==> src/rtl/mem_blk_arbiter.sv <==
// Two-port (instruction/data) arbiter in front of a single block memory.
// Round-robin on contention, one transfer at a time, watchdog aborts a stalled memory.
module mem_blk_arbiter #(
  parameter int TIMEOUT = 64,
  parameter int TW      = 7
) (
  input  logic         CLK,
  input  logic         RESET,
  input  logic         i_req,
  input  logic         i_we,
  input  logic [31:0]  i_addr,
  input  logic [255:0] i_wdata,
  output logic         i_done,
  output logic [255:0] i_rdata,
  input  logic         d_req,
  input  logic         d_we,
  input  logic [31:0]  d_addr,
  input  logic [255:0] d_wdata,
  output logic         d_done,
  output logic [255:0] d_rdata,
  output logic         mem_req,
  output logic         mem_we,
  output logic [31:0]  mem_addr,
  output logic [255:0] mem_wdata,
  input  logic         mem_ack,
  input  logic [255:0] mem_rdata,
  output logic         err,
  output logic         busy
);

  localparam logic [1:0] IDLE  = 2'd0;
  localparam logic [1:0] GNT_I = 2'd1;
  localparam logic [1:0] GNT_D = 2'd2;
  localparam logic [1:0] DONE  = 2'd3;

  localparam logic [TW-1:0] WD_LAST = TW'(TIMEOUT - 1);

  logic [1:0]   state_q, state_d;
  logic         last_grant_q, last_grant_d;  // 0 = I side, 1 = D side
  logic         mem_req_q, mem_req_d;
  logic         mem_we_q, mem_we_d;
  logic [31:0]  mem_addr_q, mem_addr_d;
  logic [255:0] mem_wdata_q, mem_wdata_d;
  logic         i_done_q, i_done_d;
  logic         d_done_q, d_done_d;
  logic [255:0] i_rdata_q, i_rdata_d;
  logic [255:0] d_rdata_q, d_rdata_d;
  logic         err_q, err_d;
  logic [TW-1:0] wd_q, wd_d;
  logic         grant_d_side;

  always_comb begin
    state_d      = state_q;
    last_grant_d = last_grant_q;
    mem_req_d    = mem_req_q;
    mem_we_d     = mem_we_q;
    mem_addr_d   = mem_addr_q;
    mem_wdata_d  = mem_wdata_q;
    i_done_d     = 1'b0;
    d_done_d     = 1'b0;
    i_rdata_d    = i_rdata_q;
    d_rdata_d    = d_rdata_q;
    err_d        = err_q;
    wd_d         = wd_q;
    grant_d_side = (i_req && d_req) ? ~last_grant_q : d_req;

    case (state_q)
      IDLE: begin
        if (i_req || d_req) begin
          state_d      = grant_d_side ? GNT_D : GNT_I;
          last_grant_d = grant_d_side;
          mem_req_d    = 1'b1;
          mem_we_d     = grant_d_side ? d_we    : i_we;
          mem_addr_d   = grant_d_side ? d_addr  : i_addr;
          mem_wdata_d  = grant_d_side ? d_wdata : i_wdata;
          wd_d         = '0;
        end
      end
      GNT_I, GNT_D: begin
        // An ack arriving on the timeout cycle still completes normally.
        if (mem_ack || wd_q == WD_LAST) begin
          state_d   = DONE;
          mem_req_d = 1'b0;
          i_done_d  = (state_q == GNT_I);
          d_done_d  = (state_q == GNT_D);
          if (!mem_ack) begin
            err_d = 1'b1;
          end else if (state_q == GNT_I) begin
            i_rdata_d = mem_rdata;
          end else begin
            d_rdata_d = mem_rdata;
          end
        end else begin
          wd_d = wd_q + TW'(1);
        end
      end
      default: begin
        state_d = IDLE;
      end
    endcase
  end

  always_ff @(posedge CLK or negedge RESET) begin
    if (!RESET) begin
      state_q      <= IDLE;
      last_grant_q <= 1'b0;
      mem_req_q    <= 1'b0;
      mem_we_q     <= 1'b0;
      mem_addr_q   <= '0;
      mem_wdata_q  <= '0;
      i_done_q     <= 1'b0;
      d_done_q     <= 1'b0;
      i_rdata_q    <= '0;
      d_rdata_q    <= '0;
      err_q        <= 1'b0;
      wd_q         <= '0;
    end else begin
      state_q      <= state_d;
      last_grant_q <= last_grant_d;
      mem_req_q    <= mem_req_d;
      mem_we_q     <= mem_we_d;
      mem_addr_q   <= mem_addr_d;
      mem_wdata_q  <= mem_wdata_d;
      i_done_q     <= i_done_d;
      d_done_q     <= d_done_d;
      i_rdata_q    <= i_rdata_d;
      d_rdata_q    <= d_rdata_d;
      err_q        <= err_d;
      wd_q         <= wd_d;
    end
  end

  assign mem_req   = mem_req_q;
  assign mem_we    = mem_we_q;
  assign mem_addr  = mem_addr_q;
  assign mem_wdata = mem_wdata_q;
  assign i_done    = i_done_q;
  assign d_done    = d_done_q;
  assign i_rdata   = i_rdata_q;
  assign d_rdata   = d_rdata_q;
  assign err       = err_q;
  assign busy      = (state_q != IDLE);

endmodule

==> config.mk <==
export PLATFORM = sky130hd
export DESIGN_NAME = mem_blk_arbiter
export DESIGN_NICKNAME = d
export VERILOG_FILES = /design/src/rtl/mem_blk_arbiter.sv
export SDC_FILE = /design/constraint.sdc
export NUM_CORES = 1
export LEC_CHECK = 0
export CORE_AREA = 10 10 625 627
export CTS_BUF_LIST = sky130_fd_sc_hd__clkbuf_2 sky130_fd_sc_hd__clkbuf_4 sky130_fd_sc_hd__clkbuf_8
export DETAILED_ROUTE_END_ITERATION = 10
export DIE_AREA = 0 0 635 637
export GPL_ROUTABILITY_DRIVEN = 0
export MAX_ROUTING_LAYER = met4
export PLACE_DENSITY = 0.3
export SYNTH_ARGS = -nofsm -noshare
export SYNTH_HDL_FRONTEND = slang
export SYNTH_SLANG_ARGS = --single-unit
export TNS_END_PERCENT = 10
==> constraint.sdc <==
create_clock -name CLK -period 2.25 [get_ports CLK]
set_input_delay 0.45 -clock CLK [delete_from_list [all_inputs] [get_ports CLK]]
set_output_delay 0.45 -clock CLK [all_outputs]
set_load 0.05 [all_outputs]
==> flow_summary.yaml, run 1 <==
floorplanning:
  top_level_ports: 1645
  die_w_um: 635
  fp-row-count: 226
  die_area_um2: 404000
  die-height_um: 637
  core_area_um2: 378000
  initial_core_util_pct: 8.64
pwr:
  seqPwrFrac_pct: 23.8
  switching_share_pct: 53.1
  clock_power_share_pct: 16.1
  power.switching_uw: 61700
  p_leak_uw: 0.0264
  p_int_uw: 54500
  cellPowerDensity_nw_per_um2: 1820
  ir_drop_v: 0.000602
  comb_power_share_pct: 60.2
placement:
  dp.cells: 9354
  hpwl_mm: 272
  numPortBuffers: 1644
  placed_area_um2: 55500
setup_path:
  start_kind: "register"
  worstSetupStartpoint: "state_q[0]$_DFFE_PN0P_"
  r2r_start: "state_q[0]$_DFFE_PN0P_"
  worst-r2r-setup-slack_ns: 0.05
  crit_arrival_ns: 3.03
  critPathMaxFanout: 23
  crit_end: "mem_addr[11]$_DFFE_PN0P_"
  rr_worst_depth: 10
  worst_ep_required_time_ns: 3.08
  cp_slowest_stage_delay_ns: 0.56
  critPathSlowestCell: "dlygate4sd3_1"
  worst-setup-path-type: "reg -> reg"
  path_cells: "inv_2, ha_4, inv_6, nor2_4, buf_4, buf_12, buf_6, nor2_1, a31oi_1, dlygate4sd3_1"
  reg2reg_to: "mem_addr[11]$_DFFE_PN0P_"
  endpoint_kind: "register"
global_routing:
  top_usage_layer: "met2"
  overflow: 0
  grt_usage_pct: 15.1
  grt_use_met1_pct: 16.3
  antenna_found_initial: 189
  grtUsageMet3_pct: 7.50
  grt_pass1_wl_mm: 391
  grt_max_degree: 77
  grtUsageMet2_pct: 25.4
  grt_pass1_vias: 34600
routing:
  via_per_inst: 3.12
  num_vias: 32100
  drt-pass1-iter-count: 5
  drt_iter0_drc: 1655
  ant_nets: 0
  wl_mm: 314
  wl_per_cell_um: 30.6
  drc: 0
logic_synthesis:
  ys_seq_area_share_pct: 62.5
  ys.flop_type: "dfrtp_1"
  synth_edf_count: 0
  async_flop_share_pct: 100
  synth_top_area_share_pct: 62.5
  ys_warn_count: 0
  syn_inst: 2733
  synth_nets: 3577
  ys_types: 38
  synthTopCellsByArea: "dfrtp_1 (63%), mux2_2 (18%), nand2_1 (6.7%), a31oi_1 (5.6%), nor2_1 (3.4%)"
  netlist_area_um2: 32600
  synth_top_area_cell: "dfrtp_1"
  avgSynthCellArea_um2: 11.9
  ys_seq_elements: 815
cells_and_area:
  nets: 5878
  drive_gt1_share_pct: 36.0
  syn_to_final_growth_pct: 96.0
  design_area_um2: 64000
  layout.cells.non_filler: 10300
timing:
  max_clock_freq_mhz: 454
  fin_skew_ns: 0.130
  relSlewSlack_pct: 64.7
  setup_violations: 0
  finalCritPeriodShare_pct: 98.0
  rsz0062_at_grt: "true"
  fin_crit_ns: 2.20
  hold_viol: 0
  tightestPinTransition_ns: 0.529
  timing.hold.ws_ns: 0.146
  final_max_slew_viol_count: 0
clocking:
  ctsLongestPathBuffers: 4
  clock_latency_ns: 1.00
  cts_root_buf: "clkbuf_8"
  clkTransAtPathRegs_ns: 0.06
  htree_levels: 4
  cts_sinks: 815
  numCtsBuffers: 180
  cts_tree: "yes"
worst_hold_path:
  hp-class: "in -> reg"
run_status:
  status: "complete, no violations"
run:
  maxCapViolCount: 0
[power groups by stage]
stage	clock [µW]	sequential (µW)	combinational, µW
after floorplan	0	51900	13100
after global placement	0	27700	70400
after detailed placement	0	27900	70500
after CTS	19700	27900	72000
after global routing	20200	28600	73500
final	18700	27600	69900
[layer usage]
metal	share of wire (%)	vias to the layer above	routed length (µm)
met2	49	1299	153000
met5	0	-	0
met4	1.7	0	5270
met3	10	376	32700
li1	-	14200	-
met1	39	16200	124000
[metrics by stage]
stage               setup WS, ns  power, µW  util (%)  TNS (ns)
floorplan                  0.453      64900         -         0
finish                    0.0454     116000      16.9         0
global route              -0.104     122000      16.9     -1.35
global placement          -0.186      98100      14.7    -20.97
detailed placement        -0.166      98400      14.7    -22.98
CTS                       -0.128     120000      17.1    -24.49
[worst max-delay path, delay by kind of cell (launching register included)]
| kind | cells | cell delay, ns |
|---|---|---|
| fa+ha+maj | 1 | 0.18 |
| buf+inv | 6 | 1.24 |
| simple gates | 2 | 0.16 |
| flops | 1 | 0.39 |
| compound gates | 1 | 0.13 |
[synthesized netlist by cell type, types with 2 or more instances]
cell and number:
nor2_1 297, a21o_1 3, nand3_1 4, buf_6 3, ha_1 5, nand2_1 583, a21oi_1 4, o21ai_0 3
buf_2 165, nor3b_1 2, inv_1 6, buf_4 9, dfrtp_1 815, mux2_2 514, a31oi_1 290, clkbuf_1 8
[worst min path at each step]
stage                         from                    endpoint  slack [ns]  cells after the start
floorplan                    RESET            d_done$_DFF_PN0_        0.15                      0
global placement             RESET     d_rdata[68]$_DFFE_PN0P_        0.42                      1
detailed placement           RESET     i_rdata[68]$_DFFE_PN0P_        0.42                      1
CTS                 mem_rdata[162]    d_rdata[162]$_DFFE_PN0P_      0.0006                      2
global route          d_wdata[188]  mem_wdata[188]$_DFFE_PN0P_        0.05                      3
finish                i_wdata[164]  mem_wdata[164]$_DFFE_PN0P_        0.15                      3
[state kept, by name, indices dropped and copies added (netlist names)]
register / count
state_q: 2
mem_req: 1
d_done: 1
err: 1
d_rdata: 256
mem_wdata: 256
i_done: 1
mem_we: 1
wd_q: 7
last_grant_q: 1
i_rdata: 256
mem_addr: 32
[placed cells by master, fill, tap and decap left out, types with 4 or more instances in the layout]
cell,synthesis,routed
clkbuf_16,0,9
clkdlybuf4s50_1,0,837
dlygate4sd3_1,0,480
a21oi_1,4,4
nand2_1,583,582
nor2_1,297,297
buf_16,0,6
buf_6,3,62
clkinv_2,0,16
clkbuf_8,0,230
buf_8,0,8
diode_2,0,86
dfrtp_2,0,37
clkdlybuf4s18_2,0,22
dfrtp_1,815,778
buf_4,9,456
clkdlybuf4s15_2,0,71
inv_1,6,4
bufinv_16,0,6
a31oi_1,290,290
buf_2,165,272
dlymetal6s4s_1,0,5
buf_12,0,76
ha_1,5,4
mux2_2,514,514
clkbuf_4,0,47
[cell type report]
type,instances,area (µm²)
tap,5016,6280
timing repair buffer,2304,21800
antenna,86,215
clock buffer,277,3520
clock inverter,34,399
multi-input combinational,1726,11300
sequential,815,20400
fill,42400,314000
inverter,7,31.3
[cells by family after synthesis]
logic type	count (synthesis)	synth area share, %
fa+ha+maj	5	0.192
flops	815	62.5
compound gates	314	6.16
mux	515	17.8
simple gates	892	10.4
buf+inv	192	3.01
[repair_timing]
action | 4_1_cts | 5_1_grt
endpoints found under the hold margin | 848 | 0
cloned | 0 | 9
buffers inserted | 6 | 14
pin swaps | 1 | 2
hold buffers | 486 | 0
setup endpoints to repair | 548 | 411
resized for setup | 1621 | 587
Note: power is estimated with default switching activity, not from simulation.
==> inputs of run 2 (changes only) <==
--- a/config.mk
+++ b/config.mk
@@ -5,12 +5,12 @@
 export SDC_FILE = /design/constraint.sdc
 export NUM_CORES = 1
 export LEC_CHECK = 0
+export ABC_CLOCK_PERIOD_IN_PS = 2250
 export CORE_AREA = 10 10 625 627
 export CTS_BUF_LIST = sky130_fd_sc_hd__clkbuf_2 sky130_fd_sc_hd__clkbuf_4 sky130_fd_sc_hd__clkbuf_8
 export DETAILED_ROUTE_END_ITERATION = 10
 export DIE_AREA = 0 0 635 637
 export GPL_ROUTABILITY_DRIVEN = 0
-export MAX_ROUTING_LAYER = met4
 export PLACE_DENSITY = 0.3
 export SYNTH_ARGS = -nofsm -noshare
 export SYNTH_HDL_FRONTEND = slang
==> run 2 against run 1 <==
Against the previous run:
- critical path depth shrank 6
- maximum frequency grew 0.89%
- clock-buffer cell count is the same
- die area is the same
- critical path type is now reg -> out
- critical endpoint is now busy
- largest cell class unchanged
==> flow_summary.yaml, run 2 (same netlist as run 1, synthesis figures left out) <==
setup_path:
  worstSetupStartpoint: "state_q[0]$_DFFE_PN0P_"
  cp.buffers_inverters: 3
  critPathMaxFanout: 3
  crit_arrival_ns: 1.74
  start_kind: "register"
  worst-setup-path-type: "reg -> out"
  r2r_start: "state_q[0]$_DFFE_PN0P_"
  endpoint_kind: "output port"
  path_cells: "inv_2, ha_4, inv_6, buf_12"
  worst_ep_required_time_ns: 1.80
  path_delay_family: "flip-flops"
  cp_slowest_stage_delay_ns: 0.39
  critPathSlowestCell: "dfrtp_1"
global_routing:
  grt_pass1_vias: 34600
  grt_max_degree: 77
  grt_usage_pct: 14.7
  overflow: 0
  antenna_found_initial: 183
  grt_pass1_wl_mm: 391
placement:
  dp_slack_ns: -0.166
  dp.cells: 9354
  numPortBuffers: 1644
  hpwl_mm: 272
timing:
  fin_crit_ns: 2.19
  fin_tns_setup_ns: 0
  hold_viol: 0
  tightestPinTransition_ns: 0.540
  setup_ws_ns: 0.0650
  fin_skew_ns: 0.137
  max_clock_freq_mhz: 458
  timing.hold.ws_ns: 0.125
  rsz0062_at_grt: "true"
  finalCritPeriodShare_pct: 97.1
  final_max_slew_viol_count: 0
  setup_violations: 0
  relSlewSlack_pct: 64.0
floorplanning:
  die-height_um: 637
  initial_core_util_pct: 8.64
  core_area_um2: 378000
  top_level_ports: 1645
  fp-row-count: 226
  die_w_um: 635
  die_area_um2: 404000
pwr:
  cellPowerDensity_nw_per_um2: 1820
  p_leak_uw: 0.0263
  ir_drop_v: 0.000593
routing:
  maxUsedRoutingLayer: "met5"
  drt-pass1-iter-count: 5
  num_vias: 32200
  drc: 0
  dr_wl_met2_mm: 152
  drt_iter0_drc: 1606
  wl_per_cell_um: 30.7
  via_per_inst: 3.15
  ant_nets: 0
  routed-wl-met3_mm: 36.3
  wl_met1_mm: 119
  wl_mm: 314
cells_and_area:
  fill_cells: 42400
  final_cell_mix: "clkdlybuf4s50_1 (837), dfrtp_1 (778), nand2_1 (582)"
  regArea_um2: 20400
  multi_input_area_um2: 11300
  drive_gt1_share_pct: 36.0
  layout.cells.non_filler: 10200
  syn_to_final_growth_pct: 95.5
  nets: 5875
  utilization_pct: 16.9
  final_common_cell: "clkdlybuf4s50_1"
clocking:
  cts_tree: "yes"
  cts_sinks: 815
  cts_root_buf: "clkbuf_8"
  clock_latency_ns: 1.00
  ctsLongestPathBuffers: 4
  numCtsBuffers: 180
  htree_levels: 4
  clkTransAtPathRegs_ns: 0.05
run:
  maxCapViolCount: 0
run_status:
  status: "complete, no violations"
worst_hold_path:
  hp-class: "in -> reg"
  holdCritStartpoint: "i_wdata[167]"
==> run 2: cell types whose count changed in the layout (fill, tap and decap cells not counted) <==
cell	previous run	this run
diode_2	86	38
dlymetal6s4s_1	5	4
clkdlybuf4s15_2	71	79
clkdlybuf4s18_2	22	17
buf_16	6	5
buf_2	272	269
buf_12	76	77
clkbuf_16	9	8
buf_4	456	458
buf_6	62	59
==> run 2: final timing paths <==
kind / depth (start not counted) / slack [ns] / to
worst max-delay path: 4 / 0.06 / busy
worst min-delay path: 3 / 0.12 / mem_wdata[167]$_DFFE_PN0P_
worst max register to register: 9 / 0.09 / mem_wdata[234]$_DFFE_PN0P_
worst min register to register: 1 / 0.48 / err$_DFFE_PN0P_
max in group asynchronous: 5 / 0.79 / d_rdata[143]$_DFFE_PN0P_
min in group asynchronous: 3 / 0.66 / mem_wdata[71]$_DFFE_PN0P_
==> run 2: per-stage QoR <==
step	instance area, µm²	power (µW)
finish	63800	116000
global route	63700	122000
CTS	64700	120000
detailed placement	55500	98400
global placement	55500	98100
floorplan	32600	64900
==> run 2: final cells by class <==
type / count / share of cell area, %
Clock inverter: 34 / 0.626
Antenna cell: 38 / 0.149
Sequential cell: 815 / 32.0
Inverter: 7 / 0.0490
Clock buffer: 277 / 5.51
Tap cell: 5016 / 9.84
Multi-Input combinational cell: 1726 / 17.7
Timing Repair Buffer: 2301 / 34.1
==> run 2: power breakdown <==
| group | leakage (µW) | internal (µW) | switching [µW] |
|---|---|---|---|
| Sequential | 0.00941 | 22300 | 5280 |
| Clock | 0.00207 | 10700 | 8050 |
| Combinational | 0.0149 | 21500 | 48500 |
| Total | 0.0263 | 54500 | 61800 |
==> run 2: worst min-delay path, stage by stage <==
cell and delay [ns]:
clkdlybuf4s50_1 0.43, nand2_1 0.07, a31oi_1 0.07
==> run 2: timing repair <==
action | CTS | global route
resized for setup | 1621 | 571
hold buffers | 486 | 0
pin swaps | 1 | 2
buffers inserted | 6 | 13
hold endpoints to repair | 848 | 0
setup endpoints to repair | 548 | 403
gates cloned | 0 | 8
==> run 2: metal layers <==
layer	global-route usage, %	vias to the layer above
met3	7.99	488
met5	0	-
met1	16.0	16200
met2	25.4	1330
li1	-	14100
met4	2.44	100
